## src/rtl/uart_tx_queue.sv

```systemverilog
// Byte FIFO feeding a transmit-only UART through a held write strobe.
// Each byte is paced on the UART's ready pulse, with a timeout that recovers from a lost pulse.
module uart_tx_queue #(
  parameter int unsigned DEPTH_LOG2    = 4,
  parameter int unsigned STROBE_CYCLES = 2,
  parameter int unsigned TIMEOUT_W     = 12
) (
  input  logic                  clk,
  input  logic                  rst,
  input  logic                  wr_en,
  input  logic [7:0]            wr_data,
  output logic                  full,
  output logic                  empty,
  output logic [DEPTH_LOG2:0]   level,
  output logic                  overflow,
  output logic                  timeout_err,
  output logic                  uart_wstrb,
  output logic [7:0]            uart_dat,
  input  logic                  uart_ready
);

  localparam int unsigned DEPTH  = 1 << DEPTH_LOG2;
  localparam int unsigned SCNT_W = $clog2(STROBE_CYCLES + 1);
  localparam logic [DEPTH_LOG2:0] LVL_FULL = {1'b1, {DEPTH_LOG2{1'b0}}};

  typedef enum logic [1:0] {
    S_IDLE,
    S_STROBE,
    S_WAIT
  } state_e;

  logic [7:0]            mem_q [DEPTH];
  logic [DEPTH_LOG2-1:0] wptr_q, rptr_q;
  logic [DEPTH_LOG2:0]   level_q, level_d;
  state_e                state_q, state_d;
  logic [SCNT_W-1:0]     scnt_q, scnt_d;
  logic [TIMEOUT_W-1:0]  tcnt_q, tcnt_d;
  logic [7:0]            dat_q, dat_d;
  logic                  ovf_q, ovf_d;
  logic                  to_q, to_d;
  logic                  pop, push;

  assign empty       = (level_q == '0);
  assign full        = (level_q == LVL_FULL);
  assign level       = level_q;
  assign overflow    = ovf_q;
  assign timeout_err = to_q;
  assign uart_wstrb  = (state_q == S_STROBE);
  assign uart_dat    = dat_q;

  always_comb begin
    state_d = state_q;
    scnt_d  = scnt_q;
    tcnt_d  = tcnt_q;
    dat_d   = dat_q;
    to_d    = to_q;
    pop     = 1'b0;
    case (state_q)
      S_IDLE: begin
        if (!empty) begin
          pop     = 1'b1;
          dat_d   = mem_q[rptr_q];
          scnt_d  = SCNT_W'(STROBE_CYCLES);
          state_d = S_STROBE;
        end
      end
      S_STROBE: begin
        scnt_d = scnt_q - 1'b1;
        if (scnt_q == SCNT_W'(1)) state_d = S_WAIT;
      end
      S_WAIT: begin
        if (uart_ready) begin
          tcnt_d  = '0;
          state_d = S_IDLE;
        end else if (&tcnt_q) begin
          // A lost ready pulse is treated as a completed byte
          tcnt_d  = '0;
          to_d    = 1'b1;
          state_d = S_IDLE;
        end else begin
          tcnt_d = tcnt_q + 1'b1;
        end
      end
      default: state_d = S_IDLE;
    endcase

    push    = wr_en && (!full || pop);
    ovf_d   = ovf_q || (wr_en && full && !pop);
    level_d = level_q;
    if (push && !pop)      level_d = level_q + 1'b1;
    else if (pop && !push) level_d = level_q - 1'b1;
  end

  always_ff @(posedge clk) begin
    if (rst) begin
      state_q <= S_IDLE;
      wptr_q  <= '0;
      rptr_q  <= '0;
      level_q <= '0;
      scnt_q  <= '0;
      tcnt_q  <= '0;
      dat_q   <= '0;
      ovf_q   <= 1'b0;
      to_q    <= 1'b0;
    end else begin
      state_q <= state_d;
      level_q <= level_d;
      scnt_q  <= scnt_d;
      tcnt_q  <= tcnt_d;
      dat_q   <= dat_d;
      ovf_q   <= ovf_d;
      to_q    <= to_d;
      if (push) wptr_q <= wptr_q + 1'b1;
      if (pop)  rptr_q <= rptr_q + 1'b1;
    end
  end

  always_ff @(posedge clk) begin
    if (!rst && push) mem_q[wptr_q] <= wr_data;
  end

endmodule
```

## config.mk

```make
export PLATFORM = sky130hd
export DESIGN_NAME = uart_tx_queue
export DESIGN_NICKNAME = d
export VERILOG_FILES = /design/src/rtl/uart_tx_queue.sv
export SDC_FILE = /design/constraint.sdc
export NUM_CORES = 1
export LEC_CHECK = 0
export BUFFER_PORTS_ARGS = -buffer_cell sky130_fd_sc_hd__buf_2
export CELL_PAD_IN_SITES_DETAIL_PLACEMENT = 1
export CELL_PAD_IN_SITES_GLOBAL_PLACEMENT = 2
export CORE_MARGIN = 2
export CORE_UTILIZATION = 43
export CTS_CLUSTER_DIAMETER = 100
export DETAILED_ROUTE_END_ITERATION = 12
export PLACE_DENSITY = 0.79
export SYNTH_ARGS = -nofsm -noshare
export SYNTH_HDL_FRONTEND = slang
export SYNTH_SLANG_ARGS = --single-unit
export TNS_END_PERCENT = 30
```

## constraint.sdc

```tcl
create_clock -name clk -period 5.6 [get_ports clk]
set_input_delay 0.28 -clock clk [delete_from_list [all_inputs] [get_ports clk]]
set_output_delay 0.28 -clock clk [all_outputs]
set_load 0.02 [all_outputs]
```

After elaboration in Yosys (flattened, before gate mapping) --
Memories as Yosys holds them, arrays and structs flattened. A register that Yosys moved wholly into a read port is not among the register bits. Index checks and enable logic that the tools add are counted.
Word-level totals: register bits 31, memory bits (writable) 128, input port bits 12, output and inout port bits 18, word-level logic and storage cells 60, memories 1
Operators by class: $add $sub $neg 6, equal/unequal tests 7, muxes and demuxes 15, bitwise logic cells 2, reductions and logical operators 21
Memories:
- mem_q | depth 16, width 8, read ports 1, clocked after memory_dff 1, write ports 1, RTL line 32 | logic [7:0] mem_q [DEPTH];
Operators by type and width (count):
- 12-bit two-way mux | 2
- 14-bit AND reduction | 1
- 12-bit by 1-bit adder with 12-bit output, second input constant | 1
- 12-bit AND reduction | 1
- 2-bit two-way mux | 5
- 5-bit two-way mux | 2
- 4-bit by 1-bit adder with 4-bit output, second input constant | 2
- 1-bit logical AND | 6
- 2-bit case mux with 3 select lines | 1
- 5-bit by 1-bit adder with 5-bit output, second input constant | 1
- 5-bit == test, second input constant | 1
- 5-bit logical NOT | 1
- 5-bit by 1-bit subtractor with 5-bit output, second input constant | 1
- 2-bit by 1-bit == test with 1-bit output, second input constant | 2
- 1-bit logical NOT | 4
- 1-bit two-way mux | 4
- 2-bit case mux with 2 select lines | 1
- 2-bit AND reduction | 2
- 2-bit nonzero test | 2
- 3-bit inequality test, second input constant | 1
- 3-bit AND reduction | 1
- 2-bit == test, second input constant | 1
- 2-bit logical NOT | 1
- 1-bit logical OR | 2
- 4 further kinds | 5

Longest topological paths before layout --
Gate-level depths: netlist of the first run.
depth in word-level cells 9, mapped depth 11, gate-level depth less buffers 9

Least setup slack after synthesis of the first run --
Ideal clock, no wire load.
kind reg-to-reg, start point register level_q[0], in the netlist level[0], end point register level_q[4], in the netlist level[4], library setup time 0.121 ns, arrival time 2.990 ns, required time 5.479 ns, setup slack 2.489 ns, cell stages (with the launch flop) 12, buffers on the path 2, clock period less this slack 3.111 ns, cells stage by stage dfxtp_1 or4_1 buf_2 o21ai_4 buf_4 ha_1 inv_1 fa_1 a21o_1 a21oi_1 mux2i_1 mux2_2
Between the ends: cells in the longest elaborated chain, start to end 8, elaborated cells between the ends (all ways) 16, classes of those cells add/sub: 2; eq/ne: 1; mux: 4; reduce/logical: 9
RTL lines:
- start, declared | RTL line 34 | logic [DEPTH_LOG2:0] level_q, level_d;
- start signal, assigned | RTL line 107 | level_q <= level_d;
- 5-bit logical NOT | RTL line 43 | assign empty = (level_q == '0);
- 1-bit two-way mux | RTL line 60 | if (!empty) begin
- 1-bit two-way mux | RTL line 58 | case (state_q)
- 1-bit logical OR | RTL line 87 | push = wr_en && (!full || pop);
- 1-bit logical AND | RTL line 87
- 1-bit logical NOT | RTL line 91 | else if (pop && !push) level_d = level_q - 1'b1;
- 1-bit logical AND | RTL line 91
- 2-bit nonzero test (no line)
Several ways; a longest one is shown, not always the timed one. The select of a mux whose other input is x is not followed. A chain may end at the register's enable or synchronous reset.

Worst setup path in the final report of the first run --
Same ends and word-level chain as after synthesis.

==> results.toml, run 1 <==
[sta]
finalSetupViolations = 0
max_slew_margin_pct = 31.6
finalMaxSlewViolations = 0
tightest_slew_ps = 1020
fin_skew_ps = 9.24
hold_viol = 0
timing.setup.tns_ps = 0
fin_crit_ps = 3380
rsz0062_at_grt = "false"
min_period_over_period_pct = 60.3
fmax_mhz = 296

[place]
numPortBuffers = 29
gp_congestion = 0.788
hpwl_um = 9010
place_area_um2 = 7230

[setup_path]
worstSetupEndpointType = "flip-flop"
cp.required_ps = 5920
crit_path_max_incr_delay_ps = 670
crit_fanout = 16
rr_worst_depth = 9
worst-path-buf-inv = 1
rr_endpoint = "level[4]"
worstPathCellList = "or4_1 > o21ai_4 > ha_1 > inv_1 > fa_1 > a21o_1 > a21oi_1 > mux2i_1 > mux2_2"
reg2reg_slack_ps = 2220
start_kind = "flip-flop"
cp_top_family = "compound AO/OA/AOI/OAI gates"
slowest_stage = "or4_1"
arrival_ps = 3690
crit_type = "reg -> reg"
timing.rr.start = "level[0]"

[routing]
vias = 3801
final_antenna_net_count = 0
viasPerCell = 5.55
drt_iter0_drc = 199
drc = 0
dr.pass1.iters = 4
drt_wl_total_um = 14500
wl_per_cell_um = 21.2

[cells_and_area]
diodes = 0
area_growth_pct = 12.8
mostFrequentLayoutCells = "edfxtp_1, nor2_1, dfxtp_1"
drive_above_1_share_pct = 23.7
stdcell_area_um2 = 7770
fillers = 1553
nNetsFinal = 480
multiInputGateArea_um2 = 2120
seq_area_um2 = 4630
layout_commonest_cell = "edfxtp_1"

[power]
powerDensity_nw_per_um2 = 438
max-vdd-ir-drop_mv = 0.305
p_leak_nw = 2.54

[worst_hold_path]
hold_path.class = "in -> reg"
min_to = "overflow"
hold_path_startpoint = "wr_en"
min_path_cells = 3

[synth]
synthesis.area_um2 = 6890
ys_warn_count = 0
ys_seq_area_share_pct = 67.1
synth-async-reset-ratio_pct = 0
ys_types = 47
syn_avg_cell_area_um2 = 16.1
syn-num-nets = 451
yosys_register_bits = 167
synth-edff-count = 128
synthFlopType = "edfxtp_1"
synthesis.instances = 427

[cts]
cts.clk_slew.worst_paths_ps = 60
clock-root-buffer = "clkbuf_16"
cts_tree = "done"
ctsHoldBuffers = 0
cts_sinks = 167
postCtsResizedCells = 0
clockBufferDepth = 2
cts_buffers = 17
htreeDepth = 4
post_cts_buffers = 0
clock_latency_ps = 430

[floorplanning]
dieArea_um2 = 17000
die_w_um = 131
num_io_pins = 30
die_h_um = 131
row_count = 46
core_um2 = 15800
initial_core_util_pct = 43.7

[job]
cap_violations = 0

[global_routing]
grt_pass1_wl_um = 22700
grtUsageTotal_pct = 18.5
grt_remaining_overflow = 0
antenna_found_initial = 0
grt_max_degree = 41
grt_pass1_vias = 3915

[run_status]
status = "finished clean"
[stage by stage]
step	setup WS [ps]	cells	util [%]	hold slack [ps]	total power, W
2_1_floorplan	2490	427	-	379	0.00213
3_5_place_dp	2250	653	45.8	465	0.00234
4_1_cts	2200	685	49.3	124	0.00344
3_3_place_gp	2380	653	45.8	453	0.00231
6_report	2220	685	49.3	138	0.00340
5_1_grt	2050	685	49.3	171	0.00356
[metal layers]
layer / global-route usage [%] / vias to the layer above / share of wire, %
li1: - / 1734 / -
met1: 25.0 / 1984 / 46
met2: 29.6 / 67 / 49
met3: 4.03 / 16 / 3.5
met4: 6.88 / 0 / 1.1
met5: 0 / - / 0
[how the worst max path moves through the flow]
| stage | from | endpoint | slack (ps) | cells past startpoint |
|---|---|---|---|---|
| floorplan | level[0] | level[4] | 2490 | 11 |
| global placement | level[0] | level[4] | 2380 | 9 |
| detailed placement | level[0] | level[4] | 2250 | 9 |
| CTS | level[0] | level[4] | 2200 | 9 |
| global route | level[0] | level[4] | 2050 | 9 |
| finish | level[0] | level[4] | 2220 | 9 |
[report_power, final]
| part | leakage, nW | internal [W] | switching, W |
|---|---|---|---|
| combinational | 0.814 | 0.000357 | 0.000475 |
| clock | 0.253 | 0.000580 | 0.000516 |
| sequential | 1.47 | 0.00141 | 0.0000711 |
| total | 2.54 | 0.00234 | 0.00106 |
[worst reg2reg max path, stage by stage, from the launching register on]
cell and delay [ps]:
dfxtp_1 370, or4_1 670, o21ai_4 450, ha_1 250, inv_1 110, fa_1 440, a21o_1 210, a21oi_1 190
mux2i_1 230, mux2_2 350
[synth_stat cells (all sizes together) (2+ instances only)]
cell    number  share of area [%]
nand3        8               0.58
ha          11                2.0
or4          2               0.22
clkbuf      10               0.54
o21ai        6               0.60
xor2         5               0.64
inv          9               0.49
buf         14                1.3
o221ai       8                1.7
edfxtp     128                 56
mux2i       21                3.1
a21o         2               0.22
or3b         2               0.25
nand2        9               0.49
and4         3               0.38
nor4         2               0.18
nand2b      10               0.91
xnor2        5               0.64
nand3b      10                1.1
nor2        41                2.2
nor3         5               0.36
a311oi       4               0.60
or3          2               0.18
dfxtp       39                 11
a31oi        9               0.82
mux4        32                 10
a21oi       16                1.2
[kinds of logic (layout without fill, tap and decap cells)]
group / Yosys count / count (layout) / share of synthesized area [%]
compound gates: 52 / 52 / 5.96
xor+xnor: 10 / 10 / 1.27
fa+ha+maj: 12 / 12 / 2.29
buf+inv: 33 / 75 / 2.31
flops: 167 / 167 / 67.1
mux: 54 / 54 / 13.7
simple gates: 99 / 99 / 7.37
[registers in the layout, indices dropped and copies added, names as in the netlist]
register,cells
level,5
mem_q,128
overflow,1
rptr_q,4
scnt_q,2
state_q,2
tcnt_q,12
timeout_err,1
uart_dat,8
wptr_q,4
[final cells by class]
| class | instances | share of cell area [%] |
|---|---|---|
| Multi-Input combinational cell | 227 | 27.2 |
| Clock buffer | 19 | 5.57 |
| Tap cell | 216 | 3.48 |
| Sequential cell | 167 | 59.5 |
| Timing Repair Buffer | 34 | 2.35 |
| Clock inverter | 13 | 1.40 |
| Inverter | 9 | 0.435 |
(Power assumes the default switching activity.)
==> run 2, diff against run 1 <==
--- a/config.mk
+++ b/config.mk
@@ -5,14 +5,15 @@
 export SDC_FILE = /design/constraint.sdc
 export NUM_CORES = 1
 export LEC_CHECK = 0
+export ABC_AREA = 1
 export BUFFER_PORTS_ARGS = -buffer_cell sky130_fd_sc_hd__buf_2
 export CELL_PAD_IN_SITES_DETAIL_PLACEMENT = 1
 export CELL_PAD_IN_SITES_GLOBAL_PLACEMENT = 2
 export CORE_MARGIN = 2
-export CORE_UTILIZATION = 43
+export CORE_UTILIZATION = 39
 export CTS_CLUSTER_DIAMETER = 100
 export DETAILED_ROUTE_END_ITERATION = 12
-export PLACE_DENSITY = 0.79
+export PLACE_DENSITY = 0.82
 export SYNTH_ARGS = -nofsm -noshare
 export SYNTH_HDL_FRONTEND = slang
 export SYNTH_SLANG_ARGS = --single-unit
==> constraint.sdc (replaced) <==
create_clock -name clk -period 3.2 [get_ports clk]
set_input_delay 0.16 -clock clk [delete_from_list [all_inputs] [get_ports clk]]
set_output_delay 0.16 -clock clk [all_outputs]
set_load 0.02 [all_outputs]
==> run 2 against run 1 <==
- final cell count increased by 56%
- sequential share of layout area decreased by 4.3 points
- combinational power increased to 2.6 times the previous value
- global-route usage increased by 1.7 points
- power increased by 97%
- non-clock buffer count increased by 1
- synthesized cell count increased by 88%
- register-to-register slack got worse by 1500 ps
- cell area increased by 7.8%
- flip-flop and latch count unchanged
- sequential power increased by 72%
- critical path type unchanged
- critical endpoint is now level[3]
- largest power group unchanged
- highest routed layer unchanged
==> results.toml, run 2 <==
[run_status]
status = "finished clean"

[cts]
ctsHoldBuffers = 0
postCtsResizedCells = 0
clock-root-buffer = "clkbuf_16"
post_cts_buffers = 0
htreeDepth = 4
cts_sinks = 167
cts_buffers = 17
cts_tree = "done"
cts.clk_slew.worst_paths_ps = 60
clockBufferDepth = 2
clock_latency_ps = 420

[worst_hold_path]
min_to = "overflow"
hold_path.class = "in -> reg"
min_path_cells = 3
hold_path_startpoint = "wr_en"

[sta]
rsz0062_at_grt = "false"
hold_viol = 0
finalSetupViolations = 0
fmax_mhz = 407
worst_slack_ps = 744
timing.setup.tns_ps = 0
fin_crit_ps = 2460
tightest_slew_ps = 1150
max_slew_margin_pct = 23.5
min_period_over_period_pct = 76.7
fin_skew_ps = 7.37
finalMaxSlewViolations = 0

[setup_path]
rr_worst_depth = 14
worstPathCellList = "nor2_2 > nand4_2 > nand2_4 > nand2_2 > nand2_2 > inv_2 > ha_1 > inv_1 > ha_1 > a21oi_1 > nand2_1 > xor2_1 > o21ai_0 > inv_1"
worstSetupEndpointType = "flip-flop"
worst-path-buf-inv = 3
cp.required_ps = 3520
crit_type = "reg -> reg"
reg2reg_slack_ps = 740
crit_path_start = "level[0]"
timing.rr.start = "level[0]"
crit_path_max_incr_delay_ps = 380
crit_fanout = 10
cp_top_family = "simple AND/OR/NAND/NOR gates"
slowest_stage = "dfxtp_1"
start_kind = "flip-flop"
rr_endpoint = "level[3]"
arrival_ps = 2770

[cells_and_area]
fillers = 2157
top_register = "mem_q"
seq_area_um2 = 4630
diodes = 0
mostFrequentLayoutCells = "nand2_1, edfxtp_1, nand3_1"
drive_above_1_share_pct = 9.82
nNetsFinal = 846
multiInputGateArea_um2 = 2280
largest_register_ffs = 128
layout_commonest_cell = "nand2_1"
area_growth_pct = 11.7

[synth]
synth-edff-count = 128
synthesis.area_um2 = 7500
ys_seq_area_share_pct = 61.7
syn-num-nets = 826
syn_avg_cell_area_um2 = 9.35
synthTopCellsByArea = "edfxtp_1, nand2_1, dfxtp_1, nand3_1, inv_1"
yosysTopAreaCell = "edfxtp_1"
synthFlopType = "edfxtp_1"
yosys_register_bits = 167
synth_top_area_share_pct = 51.2
synthesis.instances = 802
synth_top_cells_by_count = "nand2_1, edfxtp_1, nand3_1"
synth-async-reset-ratio_pct = 0
ys_types = 34
synth_most_common_cell = "nand2_1"
ys_warn_count = 0

[floorplanning]
core_um2 = 18800
row_count = 50
initial_core_util_pct = 40.0
die_h_um = 143
dieArea_um2 = 20400
die_w_um = 143
num_io_pins = 30

[global_routing]
grt_pass1_vias = 5737
antenna_found_initial = 0
grtUsageTotal_pct = 20.2
grt_max_degree = 67
grt_remaining_overflow = 0
grt_pass1_wl_um = 30700

[place]
numPortBuffers = 29
gp_congestion = 0.869
pre_cts_slack_ps = 745
hpwl_um = 13200

[routing]
drt_wl_total_um = 19500
final_antenna_net_count = 0
wl_per_cell_um = 18.3
viasPerCell = 5.10
vias = 5455
dr.pass1.iters = 4
drt_iter0_drc = 396
drc = 0

[power]
max-vdd-ir-drop_mv = 0.399
power_w = 0.00672
powerDensity_nw_per_um2 = 802
p_leak_nw = 3.45

[job]
cap_violations = 0
## run 2: cell count changes after synthesis, moves of 10 or more
cell	change
mux4_2	-32
nand2_1	+239
nand2b_1	-10
inv_1	+92
nand3_1	+96
mux2i_1	-21
nor2_1	+13
## run 2: how the worst max path moves through the flow
stage               depth (start not counted)        to
detailed placement                         14  level[3]
CTS                                        14  level[3]
floorplan                                  14  level[3]
global placement                           14  level[3]
finish                                     14  level[3]
global route                               14  level[4]
## run 2: stage by stage
step           hold WS, ps  util, %  instance area (µm²)  instances
6_report              45.9     44.6                 8380       1069
2_1_floorplan          259        -                 7500        802
3_3_place_gp           436     41.5                 7790       1037
4_1_cts               29.4     44.6                 8380       1069
3_5_place_dp           439     41.5                 7790       1037
5_1_grt               67.7     44.6                 8380       1069
## run 2: final cells by class
type | count | share of cell area, %
Clock buffer | 22 | 5.42
Tap cell | 234 | 3.49
Timing Repair Buffer | 35 | 2.27
Multi-Input combinational cell | 494 | 27.2
Clock inverter | 10 | 1.57
Sequential cell | 167 | 55.2
Inverter | 107 | 4.79
## run 2: worst register-to-register path: stages, from the launching register on
cell     delay [ps]
dfxtp_1         380
nor2_2          180
nand4_2         130
nand2_4         150
nand2_2          80
nand2_2         120
inv_2            90
ha_1            210
inv_1           140
ha_1            310
a21oi_1         170
nand2_1          70
xor2_1          130
o21ai_0         130
inv_1            50
## run 2: power by group
| group | switching, W | internal (W) | total, W |
|---|---|---|---|
| clock network | 0.000817 | 0.00124 | 0.00206 |
| logic | 0.00152 | 0.000604 | 0.00212 |
| registers | 0.0000812 | 0.00246 | 0.00254 |
## run 2: cell families (layout without fill, tap and decap cells)
logic type	Yosys count	count (layout)	synth area share, %
DFF	167	167	61.7
adders and majority gates	12	12	2.10
xor gates and xnor gates	8	8	0.934
and+or+nand+nor	427	427	24.0
AOI/OAI and AO/OA	47	47	3.35
buffers and inverters	141	174	7.92
## run 2: per-layer routing
metal	part of all wire, %	wire, µm	vias to the layer above	track usage [%]
met1	45	8850	2695	26.3
met3	3.8	748	31	3.86
met4	2.4	459	0	7.76
li1	-	-	2636	-
met5	0	0	-	0
met2	49	9470	93	33.6
==> run 3, diff against run 2 <==
--- a/config.mk
+++ b/config.mk
@@ -5,15 +5,15 @@
 export SDC_FILE = /design/constraint.sdc
 export NUM_CORES = 1
 export LEC_CHECK = 0
-export ABC_AREA = 1
+export ABC_AREA = 0
 export BUFFER_PORTS_ARGS = -buffer_cell sky130_fd_sc_hd__buf_2
 export CELL_PAD_IN_SITES_DETAIL_PLACEMENT = 1
 export CELL_PAD_IN_SITES_GLOBAL_PLACEMENT = 2
 export CORE_MARGIN = 2
-export CORE_UTILIZATION = 39
+export CORE_UTILIZATION = 43
 export CTS_CLUSTER_DIAMETER = 100
 export DETAILED_ROUTE_END_ITERATION = 12
-export PLACE_DENSITY = 0.82
+export PLACE_DENSITY = 0.79
 export SYNTH_ARGS = -nofsm -noshare
 export SYNTH_HDL_FRONTEND = slang
 export SYNTH_SLANG_ARGS = --single-unit
==> constraint.sdc (replaced) <==
create_clock -name clk -period 2.5 [get_ports clk]
set_input_delay 0.125 -clock clk [delete_from_list [all_inputs] [get_ports clk]]
set_output_delay 0.125 -clock clk [all_outputs]
set_load 0.02 [all_outputs]
==> run 3 against run 2 <==
- the flow now finishes with violations (setup timing)
- routed wire length shrank 23%
- sequential power grew 30%
- via count down 28%
- hold slack improved by 49 ps
- global-route usage down 0.98 points
- non-clock buffer count grew 37
- critical endpoint is now level[4]
- cell area down 2.6%
- fmax fell by 6.0%
- setup slack worse by 860 ps
==> results.toml, run 3 (synthesis gave the netlist of run 1 again) <==
[cells_and_area]
layout.cells.non_filler = 723
top_register = "mem_q"
nNetsFinal = 518
area_growth_pct = 18.4
mostFrequentLayoutCells = "edfxtp_1, nor2_1, buf_4"
stdcell_area_um2 = 8160
drive_above_1_share_pct = 31.0
diodes = 0
layout_commonest_cell = "edfxtp_1"
largest_register_ffs = 128

[power]
p_leak_nw = 2.77
power_w = 0.00815
max-vdd-ir-drop_mv = 0.712
powerDensity_nw_per_um2 = 999

[global_routing]
grt_remaining_overflow = 0
grt_pass1_wl_um = 23700
grt_pass1_vias = 4261
grt_max_degree = 40
met3_usage_pct = 4.52
grtUsageTotal_pct = 19.2
top_usage_layer = "met2"
antenna_found_initial = 0
met2_usage_pct = 33.3
use_met1_pct = 23.7

[place]
numPortBuffers = 29
gp_congestion = 0.755
place_area_um2 = 7530
hpwl_um = 9710
dp.cells = 689
pre_cts_slack_ps = -241

[sta]
worst_slack_ps = -114
fin_skew_ps = 8.05
tightest_slew_ps = 530
max_slew_margin_pct = 64.6
hold_viol = 0
finalMaxSlewViolations = 0
rsz0062_at_grt = "true"
fmax_mhz = 383
finalSetupViolations = 1
fin_crit_ps = 2610
min_period_over_period_pct = 105
holdWs_ps = 95.3

[routing]
vias = 3908
drt_wl_total_um = 15000
drc = 0
viasPerCell = 5.41
wl_per_cell_um = 20.8
drt_iter0_drc = 177
dr.pass1.iters = 4
final_antenna_net_count = 0

[worst_hold_path]
hold_path.class = "in -> reg"

[cts]
cts.clk_slew.worst_paths_ps = 70
clockBufferDepth = 2
htreeDepth = 4
cts_buffers = 17
clock-root-buffer = "clkbuf_16"
cts_tree = "done"
cts_sinks = 167
clock_latency_ps = 430

[setup_path]
arrival_ps = 2930
worstSetupEndpointType = "flip-flop"
crit_fanout = 4
cp.required_ps = 2810
start_kind = "flip-flop"
crit_type = "reg -> reg"

[floorplanning]
die_h_um = 131
die_w_um = 131
initial_core_util_pct = 43.7
core_um2 = 15800
dieArea_um2 = 17000
row_count = 46
num_io_pins = 30

[run_status]
violations = "setup timing"
status = "finished with violations"

[job]
cap_violations = 0
run 3: worst paths after layout:
kind              depth (start not counted)       start  slack [ps]      endpoint
setup / recovery                          9    level[1]        -110      level[4]
hold / removal                            1  wr_data[2]         100  mem_q[12][2]
setup reg to reg                          9    level[1]        -110      level[4]
hold reg to reg                           2   tcnt_q[9]         490     tcnt_q[9]
run 3: report_power, final:
group / total [W] / internal [W] / switching [W]
clock: 0.00262 / 0.00150 / 0.00112
sequential: 0.00330 / 0.00315 / 0.000143
combinational: 0.00224 / 0.00106 / 0.00117
run 3: final cells by class:
type                       count  area [µm²]
inverter                       9        36.3
tap                          216         270
fill                        1544        7610
timing repair buffer          72         483
clock inverter                14         160
clock buffer                  18         429
multi-input combinational    227        2150
sequential                   167        4630
run 3: critical path: stages (launching register included):
cell and delay, ps:
dfxtp_2 320, or4_4 550, o21ai_4 170, ha_4 170, inv_4 50, fa_2 340, a21o_1 170, a21oi_2 140
mux2i_1 230, mux2_2 360
run 3: timing repair:
action	CTS	global route
setup endpoints to repair	2	1
hold buffers	1	0
pin swaps	3	0
endpoints found under the hold margin	1	0
setup buffers	1	0
resized for setup	4	0
run 3: per-stage QoR:
stage	util (%)	TNS (ps)
floorplan	-	-418
global placement	47.7	-94.8
detailed placement	47.7	-241
CTS	51.7	-131
global route	51.7	-217
finish	51.7	-114
run 3: per-layer routing:
metal | wire [µm] | part of all wire (%) | vias to the layer above
met5 | 0 | 0 | -
met4 | 318 | 2.1 | 0
met3 | 440 | 2.9 | 23
met2 | 7580 | 50 | 81
met1 | 6670 | 44 | 1994
li1 | - | - | 1810
